### config.mk
export PLATFORM = sky130hd
export DESIGN_NAME = dot_product_stream_accel_flat
export DESIGN_NICKNAME = d
export VERILOG_FILES = /design/src/rtl/dot_product_stream_accel_pkg.sv /design/src/rtl/dot_product_stream_accel_if.sv /design/src/rtl/dot_product_stream_accel_mac_stage.sv /design/src/rtl/dot_product_stream_accel.sv /design/src/flat_wrapper.sv
export SDC_FILE = /design/constraint.sdc
export NUM_CORES = 2
export LEC_CHECK = 0
export ABC_CLOCK_PERIOD_IN_PS = 12900
export BUFFER_PORTS_ARGS = -buffer_cell sky130_fd_sc_hd__buf_2
export CORE_ASPECT_RATIO = 1.75
export CORE_MARGIN = 4
export CORE_UTILIZATION = 35
export CTS_BUF_LIST = sky130_fd_sc_hd__clkbuf_4 sky130_fd_sc_hd__clkbuf_8
export CTS_CLUSTER_SIZE = 14
export DETAILED_ROUTE_END_ITERATION = 8
export PLACE_DENSITY = 0.56
export SYNTH_ARGS = -nofsm -noshare
export SYNTH_HDL_FRONTEND = slang
export SYNTH_SLANG_ARGS = --single-unit
export TNS_END_PERCENT = 1
### constraint.sdc
create_clock -name clk -period 12.9 [get_ports clk]
set_input_delay 3.87 -clock clk [delete_from_list [all_inputs] [get_ports clk]]
set_output_delay 3.87 -clock clk [all_outputs]
set_load 0.05 [all_outputs]
### src/rtl/dot_product_stream_accel_pkg.sv
// Shared types and helpers for the streaming dot-product accelerator.
//   state_t   : controller states
//   mode_t    : per-command mode bits captured with start
//   sat_limit : saturation bound for a given signedness/direction/width
package dot_accel_pkg;

   // Widest accumulator the saturation helper can describe.
   localparam int unsigned LIMIT_W = 256;

   typedef enum logic [1:0] {
      IDLE,
      RUN,
      DRAIN,
      DONE
   } state_t;

   typedef struct packed {
      logic is_signed;
      logic accumulate;
      logic sat_en;
   } mode_t;

   // Largest (positive=1) or smallest (positive=0) value representable in
   // 'width' bits. Callers truncate the result to their own width.
   function automatic logic [LIMIT_W-1:0] sat_limit(input logic is_signed,
                                                    input logic positive,
                                                    input int unsigned width);
      logic [LIMIT_W-1:0] lim;
      lim = '0;
      for (int unsigned i = 0; i < LIMIT_W; i++) begin
         if (i < width) begin
            if (is_signed && (i == width - 1))
               lim[i] = ~positive;
            else
               lim[i] = positive;
         end
      end
      return lim;
   endfunction

endpackage

### src/rtl/dot_product_stream_accel_if.sv
// Operand and result streams of the dot-product accelerator.
//   in_valid/in_ready/a/b             : operand-pair handshake
//   res_valid/res_ready/result/ovf    : result handshake
// slave  = accelerator side, master = producer/consumer side.
interface dot_product_stream_accel_if #(
   parameter int unsigned DATA_W = 32,
   parameter int unsigned ACC_W  = 64
);
   logic              in_valid;
   logic              in_ready;
   logic [DATA_W-1:0] a;
   logic [DATA_W-1:0] b;
   logic              res_valid;
   logic              res_ready;
   logic [ACC_W-1:0]  result;
   logic              ovf;

   modport slave (
      input  in_valid, a, b, res_ready,
      output in_ready, res_valid, result, ovf
   );

   modport master (
      output in_valid, a, b, res_ready,
      input  in_ready, res_valid, result, ovf
   );
endinterface

### src/rtl/dot_product_stream_accel_mac_stage.sv
// Two-stage multiply-accumulate datapath.
//   clk, rst  : clock, synchronous active-high reset
//   load      : command accepted; captures mode, clears ovf, clears acc
//               unless cmd.accumulate
//   cmd       : mode bits presented with the command
//   fire      : operand pair transferred this cycle
//   a, b      : operands
//   acc, ovf  : accumulator and sticky overflow flag
module dot_mac_stage
   import dot_accel_pkg::*;
#(
   parameter int unsigned DATA_W = 32,
   parameter int unsigned ACC_W  = 64
) (
   input  logic              clk,
   input  logic              rst,
   input  logic              load,
   input  mode_t             cmd,
   input  logic              fire,
   input  logic [DATA_W-1:0] a,
   input  logic [DATA_W-1:0] b,
   output logic [ACC_W-1:0]  acc,
   output logic              ovf
);
   localparam int unsigned PROD_W = 2 * DATA_W;
   localparam int unsigned EXT_W  = ACC_W + 1;

   logic              is_signed_q;
   logic              sat_en_q;
   logic [PROD_W-1:0] a_ext, b_ext, prod_now, prod_q;
   logic              prod_vld;
   logic [EXT_W-1:0]  prod_ext, acc_ext, sum;
   logic              sum_ovf, sum_pos;
   logic [ACC_W-1:0]  acc_lim, acc_next;

   // Low 2*DATA_W bits of the product of extended operands equal the exact
   // signed or unsigned product, so one multiplier serves both modes.
   always_comb begin
      a_ext = is_signed_q ? {{DATA_W{a[DATA_W-1]}}, a} : {{DATA_W{1'b0}}, a};
      b_ext = is_signed_q ? {{DATA_W{b[DATA_W-1]}}, b} : {{DATA_W{1'b0}}, b};
      prod_now = a_ext * b_ext;
   end

   // One guard bit above ACC_W: signed overflow shows as the top two sum
   // bits disagreeing; unsigned overflow as a carry into the guard bit.
   always_comb begin
      prod_ext = is_signed_q ? {{(EXT_W-PROD_W){prod_q[PROD_W-1]}}, prod_q}
                             : {{(EXT_W-PROD_W){1'b0}}, prod_q};
      acc_ext  = is_signed_q ? {acc[ACC_W-1], acc} : {1'b0, acc};
      sum      = acc_ext + prod_ext;
      if (is_signed_q) begin
         sum_ovf = sum[ACC_W] ^ sum[ACC_W-1];
         sum_pos = ~sum[ACC_W];
      end else begin
         sum_ovf = sum[ACC_W];
         sum_pos = 1'b1;
      end
      acc_lim  = ACC_W'(sat_limit(is_signed_q, sum_pos, ACC_W));
      acc_next = (sum_ovf && sat_en_q) ? acc_lim : sum[ACC_W-1:0];
   end

   always_ff @(posedge clk) begin
      if (rst) begin
         is_signed_q <= 1'b0;
         sat_en_q    <= 1'b0;
         prod_q      <= '0;
         prod_vld    <= 1'b0;
         acc         <= '0;
         ovf         <= 1'b0;
      end else begin
         prod_vld <= fire;
         if (fire)
            prod_q <= prod_now;
         if (load) begin
            is_signed_q <= cmd.is_signed;
            sat_en_q    <= cmd.sat_en;
            ovf         <= 1'b0;
            if (!cmd.accumulate)
               acc <= '0;
         end else if (prod_vld) begin
            acc <= acc_next;
            if (sum_ovf)
               ovf <= 1'b1;
         end
      end
   end
endmodule

### src/rtl/dot_product_stream_accel.sv
// Streaming dot-product accelerator: controller, length counter, handshakes.
//   clk, rst                         : clock, synchronous active-high reset
//   start, len                       : command strobe and vector length
//   is_signed, accumulate, sat_en    : command mode bits
//   busy                             : high outside IDLE
//   bus (slave)                      : operand and result streams
module dot_product_stream_accel
   import dot_accel_pkg::*;
#(
   parameter int unsigned DATA_W  = 32,
   parameter int unsigned MAX_LEN = 64,
   parameter int unsigned ACC_W   = 64
) (
   input  logic                         clk,
   input  logic                         rst,
   input  logic                         start,
   input  logic [$clog2(MAX_LEN+1)-1:0] len,
   input  logic                         is_signed,
   input  logic                         accumulate,
   input  logic                         sat_en,
   output logic                         busy,
   dot_product_stream_accel_if.slave    bus
);
   localparam int unsigned CNT_W = $clog2(MAX_LEN + 1);

   state_t           state_q, state_d;
   logic [CNT_W-1:0] cnt_q, cnt_d;
   logic             load, fire;
   mode_t            cmd;
   logic [ACC_W-1:0] acc;
   logic             ovf;

   always_ff @(posedge clk) begin
      if (rst) begin
         state_q <= IDLE;
         cnt_q   <= '0;
      end else begin
         state_q <= state_d;
         cnt_q   <= cnt_d;
      end
   end

   always_comb begin
      state_d = state_q;
      cnt_d   = cnt_q;
      load    = 1'b0;
      fire    = 1'b0;
      unique case (state_q)
         IDLE: begin
            if (start) begin
               load    = 1'b1;
               cnt_d   = len;
               state_d = (len == '0) ? DONE : RUN;
            end
         end
         RUN: begin
            if (bus.in_valid) begin
               fire  = 1'b1;
               cnt_d = cnt_q - 1'b1;
               if (cnt_q == CNT_W'(1))
                  state_d = DRAIN;
            end
         end
         DRAIN: state_d = DONE;
         DONE: begin
            if (bus.res_ready)
               state_d = IDLE;
         end
         default: state_d = IDLE;
      endcase
   end

   always_comb begin
      cmd.is_signed  = is_signed;
      cmd.accumulate = accumulate;
      cmd.sat_en     = sat_en;
      busy           = (state_q != IDLE);
      bus.in_ready   = (state_q == RUN);
      bus.res_valid  = (state_q == DONE);
      bus.result     = acc;
      bus.ovf        = ovf;
   end

   dot_mac_stage #(
      .DATA_W (DATA_W),
      .ACC_W  (ACC_W)
   ) u_mac (
      .clk  (clk),
      .rst  (rst),
      .load (load),
      .cmd  (cmd),
      .fire (fire),
      .a    (bus.a),
      .b    (bus.b),
      .acc  (acc),
      .ovf  (ovf)
   );
endmodule

### src/flat_wrapper.sv
// flat-port wrapper written by rule: the top's interface ports become plain ports
module dot_product_stream_accel_flat import dot_accel_pkg::*;
#(
   parameter int unsigned DATA_W  = 32,
   parameter int unsigned MAX_LEN = 64,
   parameter int unsigned ACC_W   = 64
)
  (clk, rst, start, len, is_signed, accumulate, sat_en, busy, bus_in_valid, bus_a, bus_b, bus_res_ready, bus_in_ready, bus_res_valid, bus_result, bus_ovf);
  dot_product_stream_accel_if #(.DATA_W(DATA_W), .ACC_W(ACC_W)) bus_i ();
  input  logic clk;
  input  logic rst;
  input  logic start;
  input  logic [$clog2(MAX_LEN+1)-1:0] len;
  input  logic is_signed;
  input  logic accumulate;
  input  logic sat_en;
  output logic busy;
  input wire logic [$bits(bus_i.in_valid)-1:0] bus_in_valid;
  input wire logic [$bits(bus_i.a)-1:0] bus_a;
  input wire logic [$bits(bus_i.b)-1:0] bus_b;
  input wire logic [$bits(bus_i.res_ready)-1:0] bus_res_ready;
  output wire logic [$bits(bus_i.in_ready)-1:0] bus_in_ready;
  output wire logic [$bits(bus_i.res_valid)-1:0] bus_res_valid;
  output wire logic [$bits(bus_i.result)-1:0] bus_result;
  output wire logic [$bits(bus_i.ovf)-1:0] bus_ovf;
  assign bus_i.in_valid = bus_in_valid;
  assign bus_i.a = bus_a;
  assign bus_i.b = bus_b;
  assign bus_i.res_ready = bus_res_ready;
  assign bus_in_ready = bus_i.in_ready;
  assign bus_res_valid = bus_i.res_valid;
  assign bus_result = bus_i.result;
  assign bus_ovf = bus_i.ovf;
  dot_product_stream_accel #(.DATA_W(DATA_W), .MAX_LEN(MAX_LEN), .ACC_W(ACC_W)) u_core (.clk(clk), .rst(rst), .start(start), .len(len), .is_signed(is_signed), .accumulate(accumulate), .sat_en(sat_en), .busy(busy), .bus(bus_i));
endmodule
==> impl_metrics.tcl <==
set metrics [dict create \
    cts.sinks 141 \
    area_growth_pct 7.41 \
    critPathKind "in -> reg" \
    wl_per_cell_um 21.9 \
    synth_xor_area_frac 0.0250 \
    synth_compound_area_frac 0.0735 \
    cts_hold_buf 0 \
    fin_util 0.379 \
    initial_core_util 0.353 \
    finalCritPeriodShare 0.959 \
    yosys.area_share.simple 0.144 \
    stdcell_area_sq_mm 0.0613 \
    dp_hpwl_mm 164 \
    worst_pin_slew_ps 1100 \
    max-clock-path-buffers 2 \
    grt_usage 0.226 \
    ant_nets 0 \
    synth_fa_ha_area_frac 0.583 \
    vias_per_cell 4.98 \
    ys.warnings.count 0 \
    r2r_slack_ps 3260 \
    worstHoldStart "u_core.u_mac.prod_q[6]" \
    synthMuxAreaShare 0.00189 \
    root_buffer "clkbuf_8" \
    setup_violations 0 \
    min_period_ps 12370 \
    final_common_cell "inv_1" \
    rsz0062_at_grt "false" \
    yosysSeqAreaShare 0.0495 \
    htree_levels 4 \
    drt_iter0_markers 2182 \
    totalWireLength_mm 187 \
    r2r_cells 29 \
    whs_path_depth 2 \
    max_freq_ghz 0.0808 \
    fp.dieW_um 313 \
    drive_above_1_share 0.0633 \
    timing.max_cap.violations 0 \
    slew_headroom 0.247 \
    cp.required_ps 13290 \
    synth_edf_count 0 \
    cp_common_cell "fa_1" \
    min_path_type "reg -> reg" \
    crit_path_max_incr_delay_ps 620 \
    outcome "complete, no violations" \
    cp_top_family "adder cells" \
    synth_top_family_by_area "adder cells" \
    num_vias 42400 \
    place_area_sq_mm 0.0608 \
    timing.rr.start "u_core.u_mac.is_signed_q" \
    grt_max_degree 82 \
    cts_tree "done" \
    nNetsFinal 8203 \
    maxSlewViolCount 0 \
    portBuffers 146 \
    worst_r2r_endpoint "u_core.u_mac.prod_q[60]" \
    yosysUniqueCellTypes 72 \
    io_pins 147 \
    place.gp.congestion 0.988 \
    grt_overflow 0 \
    clkLatencyLatePin_ps 500 \
    synth_seq_cells 141 \
    slowest_stage "fa_1" \
    core_sq_mm 0.162 \
    synth_nets 8157 \
    critPathArrivalTime_ps 12770 \
    clkTransAtPathRegs_ps 90 \
    final_cell_mix "inv_1 (1570), fa_1 (1422), nand2_1 (742), and2_1 (588), ha_1 (378)" \
    drtPass1Iterations 8 \
    yosys_most_used_dff "dfxtp_1" \
    syn_inst 6278 \
    fp.dieArea_sq_mm 0.170 \
    cp_max_fo 5 \
    path_buf_inv 11 \
    end_kind "register" \
    cp-start-kind "primary input" \
    grt_pass1_wl_mm 287 \
    clock_skew_ps 15.8 \
    hold_viol_final 0 \
    avgSynthCellArea_sq_um 9.08 \
    grt_pass1_vias 48800 \
    numCtsBuffers 17 \
    synthArstFlopShare 0 \
    antenna_found_initial 16 \
    drc 0 \
    holdPathEnd "u_core.u_mac.prod_q[6]" \
    die_h_um 542 \
    synth_area_sq_mm 0.0570 \
    rows 195 \
]
-- cells in the mapped netlist, types with 5 or more instances --
master	count	area, sq um
nand3_1	42	210
a21boi_0	5	37.5
inv_1	1570	5890
a31o_2	10	87.6
a31oi_1	17	106
nand3b_1	5	37.5
o31ai_1	11	82.6
o21ai_0	81	405
a211oi_1	22	165
o211ai_1	16	120
mux2i_1	6	60.1
xor2_1	41	359
nor2b_1	15	93.8
ha_1	378	4730
nor2_1	103	387
nand2_1	744	2790
and3_1	33	206
a21oi_1	213	1070
clkbuf_1	279	1050
a21bo_2	5	50.1
o21ai_1	8	40.0
a41oi_1	7	61.3
a221oi_1	7	61.3
nor4_1	7	43.8
nor4b_1	6	52.6
buf_1	11	41.3
nand2b_1	14	87.6
nor3_1	36	180
nand4_1	32	200
or3_1	10	62.6
a21o_1	70	526
buf_2	16	80.1
a22o_1	62	543
o21bai_1	25	188
xnor2_1	122	1070
a211o_1	11	96.3
dfxtp_1	141	2820
fa_1	1422	28500
and2_1	591	3700
o21a_1	12	90.1
o22ai_1	6	37.5
-- logic make-up after synthesis --
family,count (synthesis)
buf+inv,1876
xor+xnor,163
compound gates,631
simple gates,1655
mux,9
fa+ha+maj,1803
flops,141
-- flip-flops by register name, summed over array words and instances, names as in the netlist --
name,count
u_core.state_q,2
u_core.u_mac.prod_q,64
u_core.cnt_q,7
u_core.u_mac.acc,64
u_core.u_mac.prod_vld,1
u_core.u_mac.sat_en_q,1
u_core.u_mac.ovf,1
u_core.u_mac.is_signed_q,1
-- tightest hold or removal path, cell delays in order, from the launching register on --
cell and delay, ps:
dfxtp_1 320, nand2_1 50, a21oi_1 50
-- layout make-up --
| class | count | area [sq um] |
|---|---|---|
| clock buffer | 19 | 255 |
| inverter | 1570 | 5890 |
| tap | 2167 | 2710 |
| multi-input combinational | 4261 | 47200 |
| clock inverter | 13 | 130 |
| antenna | 14 | 35.0 |
| fill | 16600 | 101000 |
| timing repair buffer | 333 | 2250 |
| sequential | 141 | 2820 |
-- repair_timing --
item / in CTS / in global routing
resized for setup: 0 / 2
buffers inserted: 0 / 0
endpoints found under the setup margin: 0 / 8
-- stage by stage --
step                setup slack [ps]  hold slack [ps]  TNS, ps  instances
detailed placement              -232              456    -1150       8472
global route                     115              484        0       8505
floorplan                        480              436        0       6278
finish                           525              462        0       8518
global placement                -121              451     -304       8472
CTS                              298              464        0       8504
-- how the worst max path moves through the flow --
| stage | from | slack (ps) | end | cells past startpoint |
|---|---|---|---|---|
| 2_1_floorplan | bus_a[31] | 480 | u_core.u_mac.prod_q[60] | 29 |
| 3_3_place_gp | bus_a[31] | -120 | u_core.u_mac.prod_q[60] | 32 |
| 3_5_place_dp | bus_a[31] | -230 | u_core.u_mac.prod_q[61] | 27 |
| 4_1_cts | bus_a[31] | 300 | u_core.u_mac.prod_q[61] | 27 |
| 5_1_grt | bus_b[7] | 120 | u_core.u_mac.prod_q[57] | 32 |
| 6_report | bus_a[31] | 530 | u_core.u_mac.prod_q[60] | 32 |
-- metal layers --
layer,GRT usage,share of wire
met2,0.441,0.56
met5,0,0.00012
met4,0.191,0.11
met1,0.209,0.30
met3,0.0195,0.030
Power is not shown: default switching activity piles up to over one toggle a cycle in this logic, so the estimate is an artifact.
